### src/rtl/bnn_layer_sequencer.sv
// Two-layer binary neural network sequencer: one shared XNOR-popcount/threshold
// unit evaluates one neuron per enabled cycle, first layer 1 (from x), then layer 2 (from h).
module bnn_layer_sequencer #(
  parameter int unsigned THRESH = 6,
  parameter int unsigned N_L1   = 8,
  parameter int unsigned N_L2   = 4
) (
  input  logic              clk,
  input  logic              rst_n,
  input  logic              ena,
  input  logic              start,
  input  logic [7:0]        x_in,
  input  logic              wr_en,
  input  logic [3:0]        wr_addr,
  input  logic [7:0]        wr_data,
  output logic              wr_ready,
  output logic              busy,
  output logic              done,
  output logic [N_L2-1:0]   y_out,
  output logic [N_L1-1:0]   h_out
);

  localparam int unsigned NW  = N_L1 + N_L2;
  localparam int unsigned L1W = $clog2(N_L1);
  localparam int unsigned L2W = $clog2(N_L2);

  typedef enum logic [1:0] {
    IDLE,
    L1,
    L2
  } state_e;

  state_e            state_q, state_d;
  logic [3:0]        idx_q, idx_d;
  logic              busy_q, busy_d;
  logic              done_q, done_d;
  logic [7:0]        x_q, x_d;
  logic [N_L1-1:0]   h_q, h_d;
  logic [N_L2-1:0]   y_acc_q, y_acc_d;
  logic [N_L2-1:0]   y_q, y_d;
  logic [7:0]        w_q [NW];
  logic [7:0]        w_d [NW];

  logic [3:0]        w_sel;
  logic [7:0]        a_op;
  logic [7:0]        w_op;
  logic [7:0]        match;
  logic [3:0]        pop;
  logic              fire;

  function automatic logic [7:0] w_reset(input int unsigned n);
    case (n)
      0:       w_reset = 8'hA0;
      1:       w_reset = 8'h41;
      2:       w_reset = 8'h7A;
      3:       w_reset = 8'h18;
      4:       w_reset = 8'hED;
      5:       w_reset = 8'hB7;
      6:       w_reset = 8'h67;
      7:       w_reset = 8'h3A;
      8:       w_reset = 8'hF9;
      9:       w_reset = 8'h62;
      10:      w_reset = 8'hF7;
      11:      w_reset = 8'h0F;
      default: w_reset = 8'h00;
    endcase
  endfunction

  // Shared neuron unit: layer-2 neurons live after the layer-1 weights.
  always_comb begin
    w_sel = (state_q == L2) ? (idx_q + 4'(N_L1)) : idx_q;
    a_op  = (state_q == L2) ? 8'(h_q) : x_q;
    w_op  = w_q[w_sel];
    match = ~(a_op ^ w_op);
    pop   = '0;
    for (int unsigned i = 0; i < 8; i++) begin
      pop = pop + 4'(match[i]);
    end
    fire = (pop >= 4'(THRESH));
  end

  always_comb begin
    state_d = state_q;
    idx_d   = idx_q;
    busy_d  = busy_q;
    done_d  = 1'b0;
    x_d     = x_q;
    h_d     = h_q;
    y_acc_d = y_acc_q;
    y_d     = y_q;
    w_d     = w_q;

    if (ena) begin
      if (wr_en && !busy_q && (32'(wr_addr) < NW)) begin
        w_d[wr_addr] = wr_data;
      end

      case (state_q)
        IDLE: begin
          if (start) begin
            x_d     = x_in;
            idx_d   = '0;
            busy_d  = 1'b1;
            y_acc_d = '0;
            state_d = L1;
          end
        end
        L1: begin
          h_d[idx_q[L1W-1:0]] = fire;
          if (idx_q == 4'(N_L1 - 1)) begin
            idx_d   = '0;
            state_d = L2;
          end else begin
            idx_d = idx_q + 4'd1;
          end
        end
        L2: begin
          y_acc_d[idx_q[L2W-1:0]] = fire;
          if (idx_q == 4'(N_L2 - 1)) begin
            // Result includes the neuron evaluated on this same edge.
            y_d     = y_acc_d;
            done_d  = 1'b1;
            busy_d  = 1'b0;
            idx_d   = '0;
            state_d = IDLE;
          end else begin
            idx_d = idx_q + 4'd1;
          end
        end
        default: begin
          state_d = IDLE;
          idx_d   = '0;
          busy_d  = 1'b0;
        end
      endcase
    end
  end

  always_ff @(posedge clk or negedge rst_n) begin
    if (!rst_n) begin
      state_q <= IDLE;
      idx_q   <= '0;
      busy_q  <= 1'b0;
      done_q  <= 1'b0;
      x_q     <= '0;
      h_q     <= '0;
      y_acc_q <= '0;
      y_q     <= '0;
      for (int unsigned i = 0; i < NW; i++) begin
        w_q[i] <= w_reset(i);
      end
    end else begin
      state_q <= state_d;
      idx_q   <= idx_d;
      busy_q  <= busy_d;
      done_q  <= done_d;
      x_q     <= x_d;
      h_q     <= h_d;
      y_acc_q <= y_acc_d;
      y_q     <= y_d;
      w_q     <= w_d;
    end
  end

  assign wr_ready = ~busy_q;
  assign busy     = busy_q;
  assign done     = done_q;
  assign y_out    = y_q;
  assign h_out    = h_q;

endmodule

### config.mk
export PLATFORM = sky130hd
export DESIGN_NAME = bnn_layer_sequencer
export DESIGN_NICKNAME = d
export VERILOG_FILES = /design/src/rtl/bnn_layer_sequencer.sv
export SDC_FILE = /design/constraint.sdc
export NUM_CORES = 1
export LEC_CHECK = 0
export BUFFER_PORTS_ARGS = -buffer_cell sky130_fd_sc_hd__buf_2
export CAP_MARGIN = 20
export CORE_MARGIN = 5
export CORE_UTILIZATION = 25
export CTS_CLUSTER_DIAMETER = 60
export DETAILED_ROUTE_END_ITERATION = 12
export PLACE_DENSITY = 0.48
export SETUP_SLACK_MARGIN = 0.05
export SLEW_MARGIN = 40
export SYNTH_ARGS = -nofsm -noshare
export SYNTH_HDL_FRONTEND = slang
export SYNTH_SLANG_ARGS = --single-unit
### constraint.sdc
create_clock -name clk -period 5.8 [get_ports clk]
set_input_delay 1.16 -clock clk [delete_from_list [all_inputs] [get_ports clk]]
set_output_delay 1.16 -clock clk [all_outputs]
set_load 0.01 [all_outputs]
==> summary.txt <==
CTS
  • Hold buffer count at cts: 0
  • PostCTS Resize Cnt: 0
  • Clock-pin transition on the worst setup and hold timing paths: approximately 0.060 ns
  • Depth of the CTS H-tree: 4
  • Clock sink count: around 130
  • CTS tree: done
  • Worst skew pair latency: roughly 0.42 ns
  • Clock root cell: clkbuf_16
  • Post-CTS Setup Inserts: 0
  • Number of buffers created by CTS: 17
  • Max Buffers Root-to-Sink: 2

Drt
  • # DRC: 0
  • ANT nets after route: 0
  • Avg Vias per Cell: approximately 4.8
  • DR iter-0 viols: 210
  • Via count: approximately 4,300
  • Drt total wl: around 17 mm
  • First drt pass iteration count: 5
  • Drt wl/cell: ~19 um

Global routing
  • GR Overflow Total: 0
  • Vias in the first global route: about 4,600
  • GRT Total Usage: 0.119
  • Initial antenna violation count: 0
  • First-pass GRT wire length: roughly 26 mm
  • Largest net degree at the start of global routing: between 60 and 70

Logic synthesis
  • Synth Area in Compound Gates: 0.0816
  • Ys flop type: dfrtp_1
  • Synth Cell Area: around 6500 um2
  • Avg Synthesized Cell Area: 12.7 um2
  • Synth Instances: ~500
  • Synth async-reset ratio: 1.00
  • Post-synthesis sequential element count: 128
  • EDFF count, synth: 0
  • Simple-Gate Fraction of Synth Area: 0.0722
  • Register area share after synthesis: 0.503
  • XOR/XNOR Fraction of Synth Area: 0.0148
  • Synthesized net count: about 550
  • Distinct cell type count after synthesis: 50
  • Combinational family with the most area after synthesis: multiplexers
  • Synth Area in Adders: 0.0316
  • Synthesis Warnings: 0
  • Mux share of post-synthesis cell area: 0.270

Floorplan
  • Die X-Extent: approximately 170 um
  • Core Area: 25,800 um2
  • DIE HEIGHT: ~170 um
  • Num rows: a little under 60
  • Starting Density: 0.251
  • Die area: between 20,000 and 30,000 um2
  • Ports: 40

Hold path
  • Hold WC Path Type: flop to flop

STA
  • Relative slew slack: 0.537
  • Unrepaired setup endpoints after global routing: no
  • Clk_skew: approximately 0.0078 ns
  • Final setup TNS: 0 ns
  • Final period util: 0.924
  • Fmax: about 190 MHz
  • # setup viols final: 0
  • Worst-margin pin slew: ~0.69 ns
  • Crit path time final: approximately 5.4 ns
  • Final hold violation count: 0
  • Max Slew Vio Count: 0

Critical path
  • WP buf/inv: 4
  • Startpoint Class: flop
  • Cells along the critical path: buf_12 > nor2b_1 > a22o_1 > a22oi_1 > o32ai_1 > xor2_1 > fa_1 > inv_1 > fa_1 > inv_1 > fa_1 > ha_1 > fa_1 > xor2_1 > a22oi_1 > buf_4 > a21oi_1 > mux2_2
  • CP peak stage delay: ~0.75 ns
  • CP Class: flop to flop
  • Crit Path Max Fanout: 24
  • Critical path arrival: 5.65 ns
  • Delay-heaviest family, CP: adder cells
  • Worst path slowest cell: dfrtp_2
  • Cell mode on critical path: fa_1
  • CP Capture Type: flop
  • Critical path required time: 6.10 ns

Job
  • Max Cap Violations: 0

Power
  • Internal: between 0.002 and 0.003 W
  • Clock power frac: 0.227
  • P_sw: approximately 0.0018 W
  • Pwr/cell area: around 600 nW/um2
  • Flop pwr share: 0.276
  • Peak supply drop: 0.829 mV
  • Switching part of the total: 0.388
  • P_leak: around 3.3 nW
  • Combinational share of power: 0.497

Status
  • Status: complete, no violations

Layout
  • Most common cell after layout, fill and taps aside: mux2_2
  • Fraction of layout cells with a size suffix above 1: 0.496
  • Most frequent cells in the layout: mux2_2 (123), dfrtp_1 (75), dfstp_2 (52)
  • Core occupancy in the finished layout: 0.299
  • ANT cells: 0
  • Total Nets Final: between 500 and 600
  • Area growth, synth to finish: 18.7%

Place
  • # port buffers: 39
  • HPWL Detailed: approximately 12 mm
  • GP Congestion: about 0.80
==> Yosys cell counts (5+ instances only) <==
master,count,area share
nand3_1,10,0.0077
mux2_2,123,0.21
nor2_1,23,0.013
dfstp_2,52,0.21
buf_2,11,0.0085
a221oi_1,9,0.012
dfrtp_1,76,0.29
xor2_1,7,0.0094
o22ai_1,7,0.0067
mux4_2,7,0.024
nor3_1,5,0.0039
a21o_1,6,0.0069
a22o_1,5,0.0067
nand2b_1,7,0.0067
a21oi_1,22,0.017
clkbuf_1,15,0.0087
mux2i_1,21,0.032
o21ai_0,17,0.013
inv_1,10,0.0058
nor2_2,6,0.0058
nand2_1,17,0.0098
ha_1,10,0.019
==> logic make-up (layout without fill, tap and decap cells) <==
kind of cell	after synthesis	after routing
AO/OA/AOI/OAI	80	80
XOR/XNOR	11	11
adder cells (fa/ha/maj)	14	14
buffers and inverters	39	94
flip-flops	128	128
multiplexers	151	151
AND/OR/NAND/NOR	89	89
==> stage by stage <==
stage                     cells  power, W  instance area (um2)  worst slack (ns)  hold WS [ns]
after floorplan             512   0.00292                 6500             0.671         0.467
after global placement      870   0.00365                 7090             0.591         0.483
after detailed placement    870   0.00370                 7110             0.487         0.488
after CTS                   902   0.00481                 7710             0.479         0.505
after global routing        902   0.00516                 7710             0.206         0.521
final                       902   0.00476                 7710             0.443         0.504
==> per-layer routing <==
layer	part of all wire	vias up	global-route usage	wire length (um)
met1	0.45	2235	0.155	7710
met2	0.48	98	0.192	8170
met3	0.048	21	0.0292	812
met5	0	-	0	0
li1	-	1955	-	-
met4	0.016	0	0.0424	272
==> flip-flops by register name, indices dropped and copies added (netlist names) <==
signal	count
idx_q	4
state_q	2
y_out	4
x_q	8
w_q	96
done	1
y_acc_q	4
busy	1
h_out	8
==> power groups by stage <==
stage          combinational (W)  sequential (W)  clock [W]
4_1_cts                  0.00239         0.00132    0.00111
5_1_grt                  0.00267         0.00134    0.00115
3_5_place_dp             0.00237         0.00133          0
6_report                 0.00236         0.00131    0.00108
2_1_floorplan            0.00165         0.00127          0
3_3_place_gp             0.00233         0.00132          0
==> worst paths after layout <==
path	from	endpoint	slack (ns)	depth (start not counted)
worst max-delay path	idx_q[0]$_DFFE_PN0P_	y_out[1]$_DFFE_PN0P_	0.44	18
worst min-delay path	w_q[88]$_DFFE_PN0P_	w_q[88]$_DFFE_PN0P_	0.50	1
worst max register to register	idx_q[0]$_DFFE_PN0P_	y_out[1]$_DFFE_PN0P_	0.44	18
worst min register to register	w_q[88]$_DFFE_PN0P_	w_q[88]$_DFFE_PN0P_	0.50	1
max in group asynchronous	rst_n	w_q[47]$_DFFE_PN0P_	4.08	2
min in group asynchronous	rst_n	y_acc_q[0]$_DFFE_PN0P_	0.72	1
==> worst register-to-register path, cell delays in order (launching register included) <==
cell     delay, ns
dfrtp_2       0.75
buf_12        0.26
nor2b_1       0.47
a22o_1        0.23
a22oi_1       0.06
o32ai_1       0.18
xor2_1        0.14
fa_1          0.54
inv_1         0.06
fa_1          0.53
inv_1         0.05
fa_1          0.45
ha_1          0.24
fa_1          0.40
xor2_1        0.15
a22oi_1       0.18
buf_4         0.20
a21oi_1       0.08
mux2_2        0.27
==> final cells by class <==
class	instances	area [um2]
multi-input combinational	345	3070
inverter	10	37.5
clock buffer	17	425
timing repair buffer	52	315
sequential	128	3270
tap	335	419
fill	2614	18100
clock inverter	15	175
(Power assumes the default switching activity.)
